$ cat src/rtl/uart_multi_ssd_display_pkg.sv
// Shared segment constants, hex glyph table and received-byte payload for the UART SSD display.
package uart_ssd_pkg;

   localparam int unsigned SEG_W = 7;

   // Segment order {g,f,e,d,c,b,a}, active-low
   localparam logic [SEG_W-1:0] SEG_DASH  = 7'b0111111;
   localparam logic [SEG_W-1:0] SEG_BLANK = 7'b1111111;

   localparam logic [15:0][SEG_W-1:0] HEX_GLYPH = {
      7'b0001110, 7'b0000110, 7'b0100001, 7'b1000110,   // F E d C
      7'b0000011, 7'b0001000, 7'b0010000, 7'b0000000,   // b A 9 8
      7'b1111000, 7'b0000010, 7'b0010010, 7'b0011001,   // 7 6 5 4
      7'b0110000, 7'b0100100, 7'b1111001, 7'b1000000    // 3 2 1 0
   };

   typedef struct packed {
      logic [3:0] hi;
      logic [3:0] lo;
   } rx_byte_t;

   function automatic logic [SEG_W-1:0] seg_decode(input logic [3:0] nib);
      return HEX_GLYPH[nib];
   endfunction

endpackage

$ cat src/rtl/uart_multi_ssd_display_if.sv
// Byte stream from the UART receiver plus display clear into the SSD display.
interface uart_multi_ssd_display_if;
   import uart_ssd_pkg::*;

   rx_byte_t rx_data;
   logic     rx_valid;
   logic     clr;

   modport master (output rx_data, rx_valid, clr);
   modport slave  (input  rx_data, rx_valid, clr);

endinterface

$ cat src/rtl/ssd_scan_ctrl.sv
// Digit multiplex scanner: prescaler, rotating digit index and one-cold digit select.
module ssd_scan_ctrl #(
   parameter int unsigned NUM_DIGITS = 4,
   parameter int unsigned SCAN_DIV   = 416_667
) (
   input  logic                          clk,
   input  logic                          rst,
   output logic                          tick_c,
   output logic [$clog2(NUM_DIGITS)-1:0] digit_idx,
   output logic [NUM_DIGITS-1:0]         dig_sel
);

   localparam int unsigned IDX_W = $clog2(NUM_DIGITS);
   localparam int unsigned PRE_W = (SCAN_DIV > 1) ? $clog2(SCAN_DIV) : 1;

   logic [PRE_W-1:0] presc;

   assign tick_c = (presc == PRE_W'(SCAN_DIV - 1));

   always_ff @(posedge clk or negedge rst) begin
      if (!rst)        presc <= '0;
      else if (tick_c) presc <= '0;
      else             presc <= presc + PRE_W'(1);
   end

   // Select the current digit on the tick, then move the index on for the next one
   always_ff @(posedge clk or negedge rst) begin
      if (!rst) begin
         digit_idx <= '0;
         dig_sel   <= '1;
      end else if (tick_c) begin
         dig_sel   <= ~(NUM_DIGITS'(1) << digit_idx);
         digit_idx <= (digit_idx == IDX_W'(NUM_DIGITS - 1)) ? '0 : digit_idx + IDX_W'(1);
      end
   end

endmodule

$ cat src/rtl/uart_multi_ssd_display.sv
// Shows received UART bytes as hex digits on a multiplexed seven-segment display.
// Optional idle blanking of the display is enabled by defining SSD_IDLE_BLANK_EN.
module uart_multi_ssd_display
   import uart_ssd_pkg::*;
#(
   parameter int unsigned NUM_DIGITS     = 4,
   parameter int unsigned SCAN_DIV       = 416_667,
   parameter int unsigned STARTUP_CYCLES = 50_000_000,
   parameter int unsigned IDLE_CYCLES    = 250_000_000
) (
   input  logic                     clk,
   input  logic                     rst,
   uart_multi_ssd_display_if.slave  rx_if,
   output logic [SEG_W-1:0]         segments,
   output logic [NUM_DIGITS-1:0]    dig_sel
);

   localparam int unsigned IDX_W   = $clog2(NUM_DIGITS);
   localparam int unsigned FILL_W  = $clog2(NUM_DIGITS + 1);
   localparam int unsigned START_W = $clog2(STARTUP_CYCLES + 1);

   logic [NUM_DIGITS-1:0][3:0] nib_buf;
   logic [NUM_DIGITS-1:0][3:0] buf_shift;
   logic [FILL_W-1:0]          fill;
   logic [FILL_W-1:0]          fill_inc;
   logic [START_W-1:0]         startup_cnt;
   logic                       startup_done;
   logic                       accept;
   logic                       scan_tick;
   logic [IDX_W-1:0]           digit_idx;
   logic [3:0]                 cur_nib;
   logic                       cur_filled;

   // Startup window: counts up once after reset and then holds
   assign startup_done = (startup_cnt == START_W'(STARTUP_CYCLES));

   always_ff @(posedge clk or negedge rst) begin
      if (!rst)              startup_cnt <= '0;
      else if (!startup_done) startup_cnt <= startup_cnt + START_W'(1);
   end

   assign accept = rx_if.rx_valid && startup_done && !rx_if.clr;

   always_comb begin
      buf_shift = '0;
      for (int i = 2; i < int'(NUM_DIGITS); i++) buf_shift[i] = nib_buf[i-2];
      buf_shift[1] = rx_if.rx_data.hi;
      buf_shift[0] = rx_if.rx_data.lo;
   end

   assign fill_inc = (fill >= FILL_W'(NUM_DIGITS - 2)) ? FILL_W'(NUM_DIGITS) : fill + FILL_W'(2);

`ifdef SSD_IDLE_BLANK_EN
   localparam int unsigned IDLE_W = $clog2(IDLE_CYCLES + 1);

   logic [IDLE_W-1:0] idle_cnt;
   logic              idle_expired;

   assign idle_expired = (idle_cnt == IDLE_W'(IDLE_CYCLES));

   // Holds at the limit so the blanking persists until the next byte
   always_ff @(posedge clk or negedge rst) begin
      if (!rst)                          idle_cnt <= '0;
      else if (rx_if.clr || accept)      idle_cnt <= '0;
      else if (!idle_expired)            idle_cnt <= idle_cnt + IDLE_W'(1);
   end
`endif

   always_ff @(posedge clk or negedge rst) begin
      if (!rst) begin
         nib_buf <= '0;
         fill    <= '0;
      end else if (rx_if.clr) begin
         nib_buf <= '0;
         fill    <= '0;
      end else if (accept) begin
         nib_buf <= buf_shift;
         fill    <= fill_inc;
      end
`ifdef SSD_IDLE_BLANK_EN
      else if (idle_expired) begin
         fill <= '0;
      end
`endif
   end

   ssd_scan_ctrl #(
      .NUM_DIGITS (NUM_DIGITS),
      .SCAN_DIV   (SCAN_DIV)
   ) u_scan (
      .clk       (clk),
      .rst       (rst),
      .tick_c    (scan_tick),
      .digit_idx (digit_idx),
      .dig_sel   (dig_sel)
   );

   // Segments are latched alongside dig_sel for the digit being selected on this tick
   assign cur_nib    = nib_buf[digit_idx];
   assign cur_filled = (FILL_W'(digit_idx) < fill);

   always_ff @(posedge clk or negedge rst) begin
      if (!rst)           segments <= SEG_BLANK;
      else if (scan_tick) segments <= cur_filled ? seg_decode(cur_nib) : SEG_DASH;
   end

endmodule

$ cat src/flat_wrapper.sv
// flat-port wrapper written by rule: the top's interface ports become plain ports
module uart_multi_ssd_display_flat import uart_ssd_pkg::*;
#(
   parameter int unsigned NUM_DIGITS     = 4,
   parameter int unsigned SCAN_DIV       = 416_667,
   parameter int unsigned STARTUP_CYCLES = 50_000_000,
   parameter int unsigned IDLE_CYCLES    = 250_000_000
)
  (clk, rst, segments, dig_sel, rx_if_rx_data, rx_if_rx_valid, rx_if_clr);
  uart_multi_ssd_display_if rx_if_i ();
  input  logic clk;
  input  logic rst;
  output logic [SEG_W-1:0] segments;
  output logic [NUM_DIGITS-1:0] dig_sel;
  input wire logic [$bits(rx_if_i.rx_data)-1:0] rx_if_rx_data;
  input wire logic [$bits(rx_if_i.rx_valid)-1:0] rx_if_rx_valid;
  input wire logic [$bits(rx_if_i.clr)-1:0] rx_if_clr;
  assign rx_if_i.rx_data = rx_if_rx_data;
  assign rx_if_i.rx_valid = rx_if_rx_valid;
  assign rx_if_i.clr = rx_if_clr;
  uart_multi_ssd_display #(.NUM_DIGITS(NUM_DIGITS), .SCAN_DIV(SCAN_DIV), .STARTUP_CYCLES(STARTUP_CYCLES), .IDLE_CYCLES(IDLE_CYCLES)) u_core (.clk(clk), .rst(rst), .rx_if(rx_if_i), .segments(segments), .dig_sel(dig_sel));
endmodule
$ cat config.mk
export PLATFORM = sky130hd
export DESIGN_NAME = uart_multi_ssd_display_flat
export DESIGN_NICKNAME = d
export VERILOG_FILES = /design/src/rtl/uart_multi_ssd_display_pkg.sv /design/src/rtl/uart_multi_ssd_display_if.sv /design/src/rtl/ssd_scan_ctrl.sv /design/src/rtl/uart_multi_ssd_display.sv /design/src/flat_wrapper.sv
export SDC_FILE = /design/constraint.sdc
export NUM_CORES = 1
export LEC_CHECK = 0
export ABC_AREA = 1
export BUFFER_PORTS_ARGS = -buffer_cell sky130_fd_sc_hd__buf_4
export CAP_MARGIN = 20
export CORE_ASPECT_RATIO = 1.1
export CORE_MARGIN = 2
export CORE_UTILIZATION = 45
export DETAILED_ROUTE_END_ITERATION = 16
export PLACE_DENSITY = 0.58
export SYNTH_ARGS = -nofsm -noshare
export SYNTH_HDL_FRONTEND = slang
export SYNTH_SLANG_ARGS = --single-unit
$ cat constraint.sdc
create_clock -name clk -period 5.8 [get_ports clk]
set_clock_uncertainty 0.15 [all_clocks]
set_input_delay 1.16 -clock clk [delete_from_list [all_inputs] [get_ports clk]]
set_output_delay 1.16 -clock clk [all_outputs]
set_load 0.01 [all_outputs]
==> reports/results.tsv, run 1 <==
metric	value	unit
status	completed	
post-route non-filler standard cell count	701	
DRT antenna net count	0	
antenna diode count	0	
Pins Over Slew Limit	0	
critical path's slowest cell	dfstp_2	
CTS tree	yes	
worst IR drop on VDD	0.09890	mV
via/cell ratio	5.110	
GRT Total Usage	0.1854	
critical path endpoint category	output port	
Final setup viols	0	
CP arrival	1.01	ns
Max-Cap Viols	0	
cts hold-fix bufs	0	
Placed Area	0.004696	mm²
worst hold path type	register to register	
Post-synth EDFFs	0	
Synth Cell Area	0.004476	mm²
#FFs+latches synth	76	
grt ovf	0	
Syn. warnings	0	
DIE AREA	0.01076	mm²
RSZ-0062 raised after global routing	false	
Layout Utilization	0.5004	
Yosys top cell by area	dfrtp_1	
WL final	9.312	mm
ys async rst share	1.000	
worst path cell trace	buf_4	
CTS Sinks	76	
commonest cells in the netlist	nand2_1, nor2_1, dfrtp_1	
clock latency on the worst-skew pair	0.35	ns
Detailed Routing Iterations Pass 1	4	
Final period util	0.3997	
top-area cell type share of the netlist area	0.3634	
PostCTS Resize Cnt	0	
nets	604	
DR iter-0 viols	176	
Buf/Inv on CP	1	
CTS HTree Levels	3	
Std-Cell Rows	38	
largest net degree at the start of global routing	77	
starting density of the core	0.4569	
syn avg cell area	8.079	µm²
prevailing post-synth register cell	dfrtp_1	
per-cell routed wire length	13.28	µm
top post-synthesis cells by area	dfrtp_1, nand2_1, dfstp_2, nor2_1, nand3_1	
placed insts	684	
slew margin rel.	0.6830	
sequential-to-total area share from yosys stat	0.4280	
Worst Max-Slew Pin Slew	0.4744	ns
max frequency	431.4	MHz
final hold viol count	0	
Worst Path Class, Setup	register to output port	
vias in the first global route	3378	
post-DP HPWL	6.618	mm
Critical Path RT	4.49	ns
Die W	99.09	µm
Post-Syn Instances	554	
wire length of the first global-routing pass	15.95	mm
IO Port Bufs	22	
CTS Buffer Depth	2	
initial antenna violation count	0	
core area	0.009794	mm²
crit-path max FO	2	
IO Count	23	
gpl congestion	0.8185	
post-route cell area	0.004901	mm²
Leakage	2.283	nW
Slowest Stage Delay on Critical Path	0.54	ns
vias	3582	
Synth Net Count	581	
CTS buffer count	9	
setup TNS	0	ns
total power	0.8969	mW
synth unique cells	35	
DIE HEIGHT	108.6	µm
layout cells sized above 1	0.1704	
setup bufs post-CTS	0	
CTS root buf	clkbuf_8	
most common cell in the netlist	nand2_1	
remaining routing DRC violations	0	
Area Overhead vs Synth	9.505	%
CP delay by family, top	flip-flops	
Startpoint Class	register	
crit path time final	2.318	ns
PwrDens	183.0	mW/mm²
Reg clk slew, reported paths	0.08	ns
## per-stage QoR
step	hold slack, ns	worst slack [ns]
final	0.3237	3.482
after floorplan	0.3109	3.858
after CTS	0.3300	3.417
after detailed placement	0.3186	3.033
after global routing	0.3517	3.334
after global placement	0.3145	3.100
## where the power goes
part	internal [mW]	leakage (nW)	switching, mW
registers	0.530	0.993	0
logic	0.00867	1.21	0.0177
clock network	0.151	0.0800	0.189
## layout by cell type (no fill, tap or decap), types with 4 or more instances in the layout
cell type	instances
nand2_1	130
a21oi_1	7
nand3_1	49
xnor2_1	4
clkbuf_8	9
nor3_1	12
nand3_2	11
nor3_2	4
inv_2	12
nor2_4	6
xor2_1	23
nand4_1	29
ha_1	15
nor2_2	4
buf_4	22
nor2_1	76
dfstp_2	11
nand2_2	8
o21ai_0	7
dfrtp_1	65
o21ai_1	10
inv_1	43
## path summary, 6_finish.rpt
kind	from	end	slack (ns)	depth (start not counted)
max	u_core.u_scan.dig_sel[2]	dig_sel[2]	3.48	1
min	u_core.segments[6]	u_core.segments[6]	0.32	2
max reg2reg	u_core.u_scan.digit_idx[0]	u_core.segments[0]	3.63	12
min reg2reg	u_core.segments[6]	u_core.segments[6]	0.32	2
max in group asynchronous	rst	u_core.segments[6]	4.31	2
min in group asynchronous	rst	u_core.u_scan.presc[15]	0.56	1
## tightest hold or removal path: stages (launching register included)
cell and delay (ns):
dfstp_2 0.37, nand2_1 0.05, nand2_1 0.05
## routing by layer
metal  global-route usage  share of wire  up-vias
met5                    0              0        -
met4              0.06360          0.022        0
met3              0.04783          0.032       17
met2               0.2843           0.45       53
met1               0.2555           0.49     1679
li1                     -              -     1833
## cell type report
cell class	count	area, µm²
Clock inverter	3	15.01
Sequential cell	76	1916
Timing Repair Buffer	24	220.2
Inverter	56	210.2
Tap cell	120	150.1
Clock buffer	12	135.1
Fill cell	962	4893
Multi-Input combinational cell	410	2255
## flip-flops by register name, summed over array words and instances (netlist names)
name	count
u_core.segments	7
u_core.u_scan.presc	19
u_core.startup_cnt	26
u_core.nib_buf	8
u_core.buf_shift	8
u_core.u_scan.dig_sel	4
u_core.fill	2
u_core.u_scan.digit_idx	2
## kinds of logic after synthesis
kind of cell | count (synthesis) | share of synthesized area
AOI/OAI and AO/OA | 26 | 0.02991
buffers and inverters | 68 | 0.06821
adders and majority gates | 15 | 0.04193
and+or+nand+nor | 341 | 0.3755
DFF | 76 | 0.4280
xor gates and xnor gates | 28 | 0.05647
Note: power is estimated with default switching activity, not from simulation.
==> run 2, diff against run 1 <==
PLACE_DENSITY = 0.6   (was 0.58)
clock period = 2 ns   (was 5.8 ns; I/O delays follow)
==> reports/results.tsv, run 2 (synthesis results as in run 1) <==
metric	value	unit	change
largest net degree at the start of global routing	37		-52%
DRT antenna net count	0		unchanged
Detailed Routing Iterations Pass 1	4		unchanged
Placed Area	0.004796	mm²	+2.1%
Register Area	0.001917	mm²	about the same
WL final	9.581	mm	+2.9%
post-DP HPWL	6.889	mm	+4.1%
via/cell ratio	5.129		+0.38%
Startpoint Class	register		
IO Count	23		unchanged
Worst Path Class, Setup	register to register		
Reg2Reg Capture Point	u_core.buf_shift[11]		
CTS HTree Levels	3		unchanged
Leakage	2.337	nW	+2.3%
hold endpoint	u_core.buf_shift[14]		
grt ovf	0		unchanged
Max-Cap Viols	0		unchanged
per-cell routed wire length	13.46	µm	+1.3%
hold depth	3		+1
nets	614		+1.7%
starting density of the core	0.4569		unchanged
combined area of the multi-input logic cells	0.002277	mm²	+1.0%
Final period util	0.9289		
CTS Sinks	76		unchanged
clock latency on the worst-skew pair	0.35	ns	about the same
post-route cell area	0.005039	mm²	+2.8%
CTS root buf	clkbuf_8		
GRT Total Usage	0.1905		+0.005139
crit-path max FO	9		+7
CTS buffer count	9		unchanged
most frequent cells in the layout	nand2_1, nor2_1, dfrtp_1, nand3_1, inv_1		
fin worst setup slack	0.1423	ns	-3.339 ns
core area	0.009794	mm²	unchanged
CP delay by family, top	simple AND/OR/NAND/NOR gates		
post-route non-filler standard cell count	712		+1.6%
CTS Buffer Depth	2		unchanged
crit path time final	1.858	ns	
Critical Path RT	2.10	ns	-2.39 ns
Pins Over Slew Limit	0		unchanged
worst path cell trace	inv_1 > ha_1 > inv_1 > nor2_1 > nand4_1 > nor2_4 > nand3_4 > nand3_1 > nand2_1		
final hold viol count	0		unchanged
Reg clk slew, reported paths	0.08	ns	about the same
RSZ-0062 raised after global routing	false		
vias in the first global route	3590		+6.3%
Top cell by count, worst path	inv_1		
status	completed		
Die W	99.09	µm	unchanged
IO Port Bufs	22		unchanged
PwrDens	566.9	mW/mm²	+210%
worst min-delay path startpoint	rx_if_rx_data[6]		
max frequency	538.3	MHz	
gpl congestion	0.8571		+4.7%
R2R cell count	9		-3
DIE AREA	0.01076	mm²	unchanged
Slowest Stage Delay on Critical Path	0.40	ns	-0.14 ns
critical path endpoint category	register		
worst hold path type	input pin to register		
R2R Path Start	u_core.startup_cnt[0]		
register bank with the most flops	u_core.startup_cnt		
fillers	922		-4.2%
placed insts	694		+1.5%
initial antenna violation count	0		unchanged
Area Overhead vs Synth	12.58	%	
slew margin rel.	0.7323		+0.04930
CP arrival	1.96	ns	+0.95 ns
layout cells sized above 1	0.1943		+0.02386
pre-CTS setup slack	0.1079	ns	-2.925 ns
DIE HEIGHT	108.6	µm	unchanged
DR iter-0 viols	178		+1.1%
critical path's slowest cell	dfrtp_1		
Worst Max-Slew Pin Slew	0.4016	ns	-0.07282 ns
reg2reg setup slack	0.14	ns	-3.49 ns
antenna diode count	0		unchanged
Std-Cell Rows	38		unchanged
top flop regs	u_core.startup_cnt: 26 flops, u_core.u_scan.presc: 19 flops		
most common cell after layout, fill and taps aside	nand2_1		
CTS tree	yes		
max reg flops	26		unchanged
Buf/Inv on CP	2		+1
vias	3652		+2.0%
Final setup viols	0		unchanged
setup TNS	0	ns	unchanged
remaining routing DRC violations	0		unchanged
wire length of the first global-routing pass	16.59	mm	+4.0%
worst IR drop on VDD	0.3010	mV	+200%
==> run 2: cell types whose count changed in the layout (fill, tap and decap cells not counted), sizes merged <==
cell         before  now
inv              55   56
dlygate4sd3       0    1
clkinvlp          0    2
bufinv            0    1
clkinv            4    3
clkbuf           12   10
nand3            61   62
buf              24   32
==> run 2: per-layer routing <==
metal	wire length [µm]	GRT usage	vias to the layer above	part of all wire
li1	-	-	1858	-
met4	74	0.05284	0	0.0077
met2	4521	0.3026	66	0.47
met1	4668	0.2624	1722	0.49
met5	0	0	-	0
met3	317	0.04460	6	0.033
==> run 2: area by class of cell <==
| cell class | count | area share |
|---|---|---|
| clock inverters | 6 | 0.01415 |
| repair buffers | 33 | 0.05463 |
| well taps | 120 | 0.02980 |
| multi-input cells | 411 | 0.4519 |
| inverters | 56 | 0.04172 |
| flip-flops and latches | 76 | 0.3804 |
| clock buffers | 10 | 0.02732 |
==> run 2: power breakdown <==
group	switching [mW]	total, mW	internal (mW)
combinational	0.0516	0.0736	0.0220
clock	0.627	1.25	0.620
sequential	0	1.54	1.54
total	0.678	2.86	2.18
==> run 2: worst max path at each step <==
stage          slack [ns]                       start  cells past startpoint              endpoint
6_report             0.14       u_core.startup_cnt[0]                      9  u_core.buf_shift[11]
5_1_grt              0.02       u_core.startup_cnt[0]                      9        u_core.fill[1]
4_1_cts              0.10       u_core.startup_cnt[0]                      9  u_core.buf_shift[15]
3_5_place_dp         0.11       u_core.startup_cnt[0]                      9  u_core.buf_shift[15]
3_3_place_gp         0.19       u_core.startup_cnt[0]                      9  u_core.buf_shift[11]
2_1_floorplan        0.17  u_core.u_scan.digit_idx[0]                     14    u_core.segments[0]
==> run 2: timing repair <==
action	in CTS	in global routing
resized for setup	0	4
buffers inserted	0	0
endpoints found under the hold margin	16	0
hold buffers	1	0
setup endpoints to repair	0	16
==> run 2: worst register-to-register path: cells and delay by family, from the launching register on <==
family	cells	cell delay, ns
fa+ha+maj	1	0.20
buf+inv	2	0.21
flops	1	0.40
simple gates	6	0.80
==> run 2: through the flow <==
stage	power, mW	hold slack (ns)	utilization
after global placement	1.640	0.2092	0.4897
after detailed placement	1.641	0.2131	0.4897
after global routing	2.965	0.1376	0.5144
final	2.856	0.1494	0.5144
after floorplan	1.585	-0.04559	-
after CTS	2.887	0.1337	0.5120
==> run 3, diff against run 2 <==
CORE_MARGIN = not set   (was 2)
clock period = 1.7 ns   (was 2 ns; I/O delays follow)
==> reports/results.tsv, run 3 (synthesis results as in run 1) <==
metric	value	unit	change
Startpoint Class	register		
gpl congestion	0.8207		-4.2%
core area	0.009490	mm²	-3.1%
initial antenna violation count	0		unchanged
Leakage	2.596	nW	+11%
via/cell ratio	5.162		+0.64%
Detailed Routing Iterations Pass 1	4		unchanged
Max-Cap Viols	0		unchanged
highest metal used	met4		
most frequent cells in the layout	nand2_1, buf_4, nor2_1, dfrtp_1, inv_1		
Hold Slack	0.07610	ns	-0.07328 ns
RSZ-0062 raised after global routing	true		
register bank with the most flops	u_core.startup_cnt		
most common cell after layout, fill and taps aside	nand2_1		
Reg clk slew, reported paths	0.09	ns	about the same
max reg flops	26		unchanged
Worst Max-Slew Pin Slew	0.3653	ns	-0.03625 ns
placed insts	716		+3.2%
setup TNS	-0.3003	ns	-0.3003 ns
CTS Buffer Depth	2		unchanged
DIE HEIGHT	106.6	µm	-1.8%
routed length on met3	221	µm	-30%
worst hold path type	input pin to register		
status	complete, but fails checks		
remaining routing DRC violations	0		unchanged
Final setup viols	16		+16
PwrDens	550.5	mW/mm²	-2.9%
CTS tree	yes		
slew margin rel.	0.7546		+0.02230
critical path endpoint category	register		
nets	658		+7.2%
CTS buffer count	9		unchanged
CTS Sinks	76		unchanged
vias in the first global route	3639		+1.4%
starting density of the core	0.4716		+0.01464
CP arrival	1.86	ns	-0.10 ns
fin worst setup slack	-0.04878	ns	-0.1910 ns
DR iter-0 viols	170		-4.5%
max frequency	571.8	MHz	+6.2%
Pins Over Slew Limit	0		unchanged
crit-path max FO	5		-4
grt ovf	0		unchanged
Die W	97.09	µm	-2.0%
post-route non-filler standard cell count	753		+5.8%
post-DP HPWL	7.092	mm	+2.9%
DIE AREA	0.01035	mm²	-3.8%
Layout Utilization	0.6116		+0.09717
CTS HTree Levels	3		unchanged
routed length on met2	5.170	mm	+14%
Placed Area	0.005047	mm²	+5.2%
failing checks	setup timing		
Final period util	1.029		+0.09983
CTS root buf	clkbuf_8		
IO Count	23		unchanged
layout cells sized above 1	0.3632		+0.1690
Area Overhead vs Synth	29.69	%	
clock latency on the worst-skew pair	0.36	ns	about the same
WL met1	4.802	mm	+2.9%
antenna diode count	0		unchanged
DRT antenna net count	0		unchanged
IO Port Bufs	22		unchanged
Std-Cell Rows	37		-2.6%
GRT Total Usage	0.1977		+0.007217
top flop regs	u_core.startup_cnt: 26 flops, u_core.u_scan.presc: 19 flops		
Worst Path Class, Setup	register to register		
worst IR drop on VDD	0.3924	mV	+30%
vias	3887		+6.4%
final hold viol count	0		unchanged
Critical Path RT	1.81	ns	-0.29 ns
largest net degree at the start of global routing	41		+11%
per-cell routed wire length	13.68	µm	+1.7%
crit path time final	1.749	ns	-0.1090 ns
post-route cell area	0.005804	mm²	+15%
WL final	10.30	mm	+7.5%
wire length of the first global-routing pass	16.57	mm	-0.13%
## run 3: changes by cell type in the layout (fill, tap and decap cells not counted), sizes merged
cell    delta
inv        +1
clkinv     +1
nor2       +1
bufinv     -1
buf       +40
nand3      +2
## run 3: final timing paths
check / start / endpoint / slack [ns] / cells past startpoint
min in group asynchronous: rst / u_core.u_scan.presc[13] / 0.28 / 2
max in group asynchronous: rst / u_core.startup_cnt[7] / 0.59 / 3
worst min-delay path: rx_if_rx_data[1] / u_core.buf_shift[9] / 0.08 / 3
worst min register to register: u_core.segments[6] / u_core.segments[6] / 0.32 / 2
worst max-delay path: u_core.startup_cnt[0] / u_core.nib_buf[12] / -0.05 / 9
worst max register to register: u_core.startup_cnt[0] / u_core.nib_buf[12] / -0.05 / 9
## run 3: cell type report
class | instances | area (µm²)
Sequential cell | 76 | 1923
Multi-Input combinational cell | 414 | 2696
Timing Repair Buffer | 74 | 628.1
Clock inverter | 7 | 58.81
Fill cell | 830 | 3686
Tap cell | 117 | 146.4
Inverter | 56 | 227.7
Clock buffer | 9 | 123.9
## run 3: worst max-delay path: stages (launching register included)
cell and delay (ns):
dfrtp_1 0.42, inv_2 0.10, ha_4 0.14, inv_2 0.03
nor2_2 0.07, nand4_1 0.13, nor2_4 0.29, nand3_4 0.17
nand3_2 0.12, nand2_2 0.04
## run 3: what timing repair did
action | in CTS | in global routing
setup endpoints to repair | 31 | 55
endpoints found under the hold margin | 13 | 0
gates cloned | 2 | 4
hold buffers | 1 | 0
pin swaps | 7 | 32
resized for setup | 11 | 86
buffers inserted | 2 | 12
## run 3: metrics by stage
stage	setup WS, ns	power [mW]
after floorplan	-0.04076	1.864
after detailed placement	-0.08764	1.933
after global routing	-0.1260	3.323
after CTS	-0.02193	3.221
final	-0.04878	3.195
after global placement	-0.04897	1.931
## run 3: routing by layer
metal / vias to the layer above / track usage
li1: 1970 / -
met1: 1854 / 0.2636
met2: 54 / 0.3280
met3: 9 / 0.02738
met4: 0 / 0.07569
met5: - / 0
## run 3: where the power goes
group / internal, mW / switching (mW)
logic: 0.0293 / 0.0641
registers: 1.81 / 0
clock network: 0.547 / 0.748
total: 2.38 / 0.812
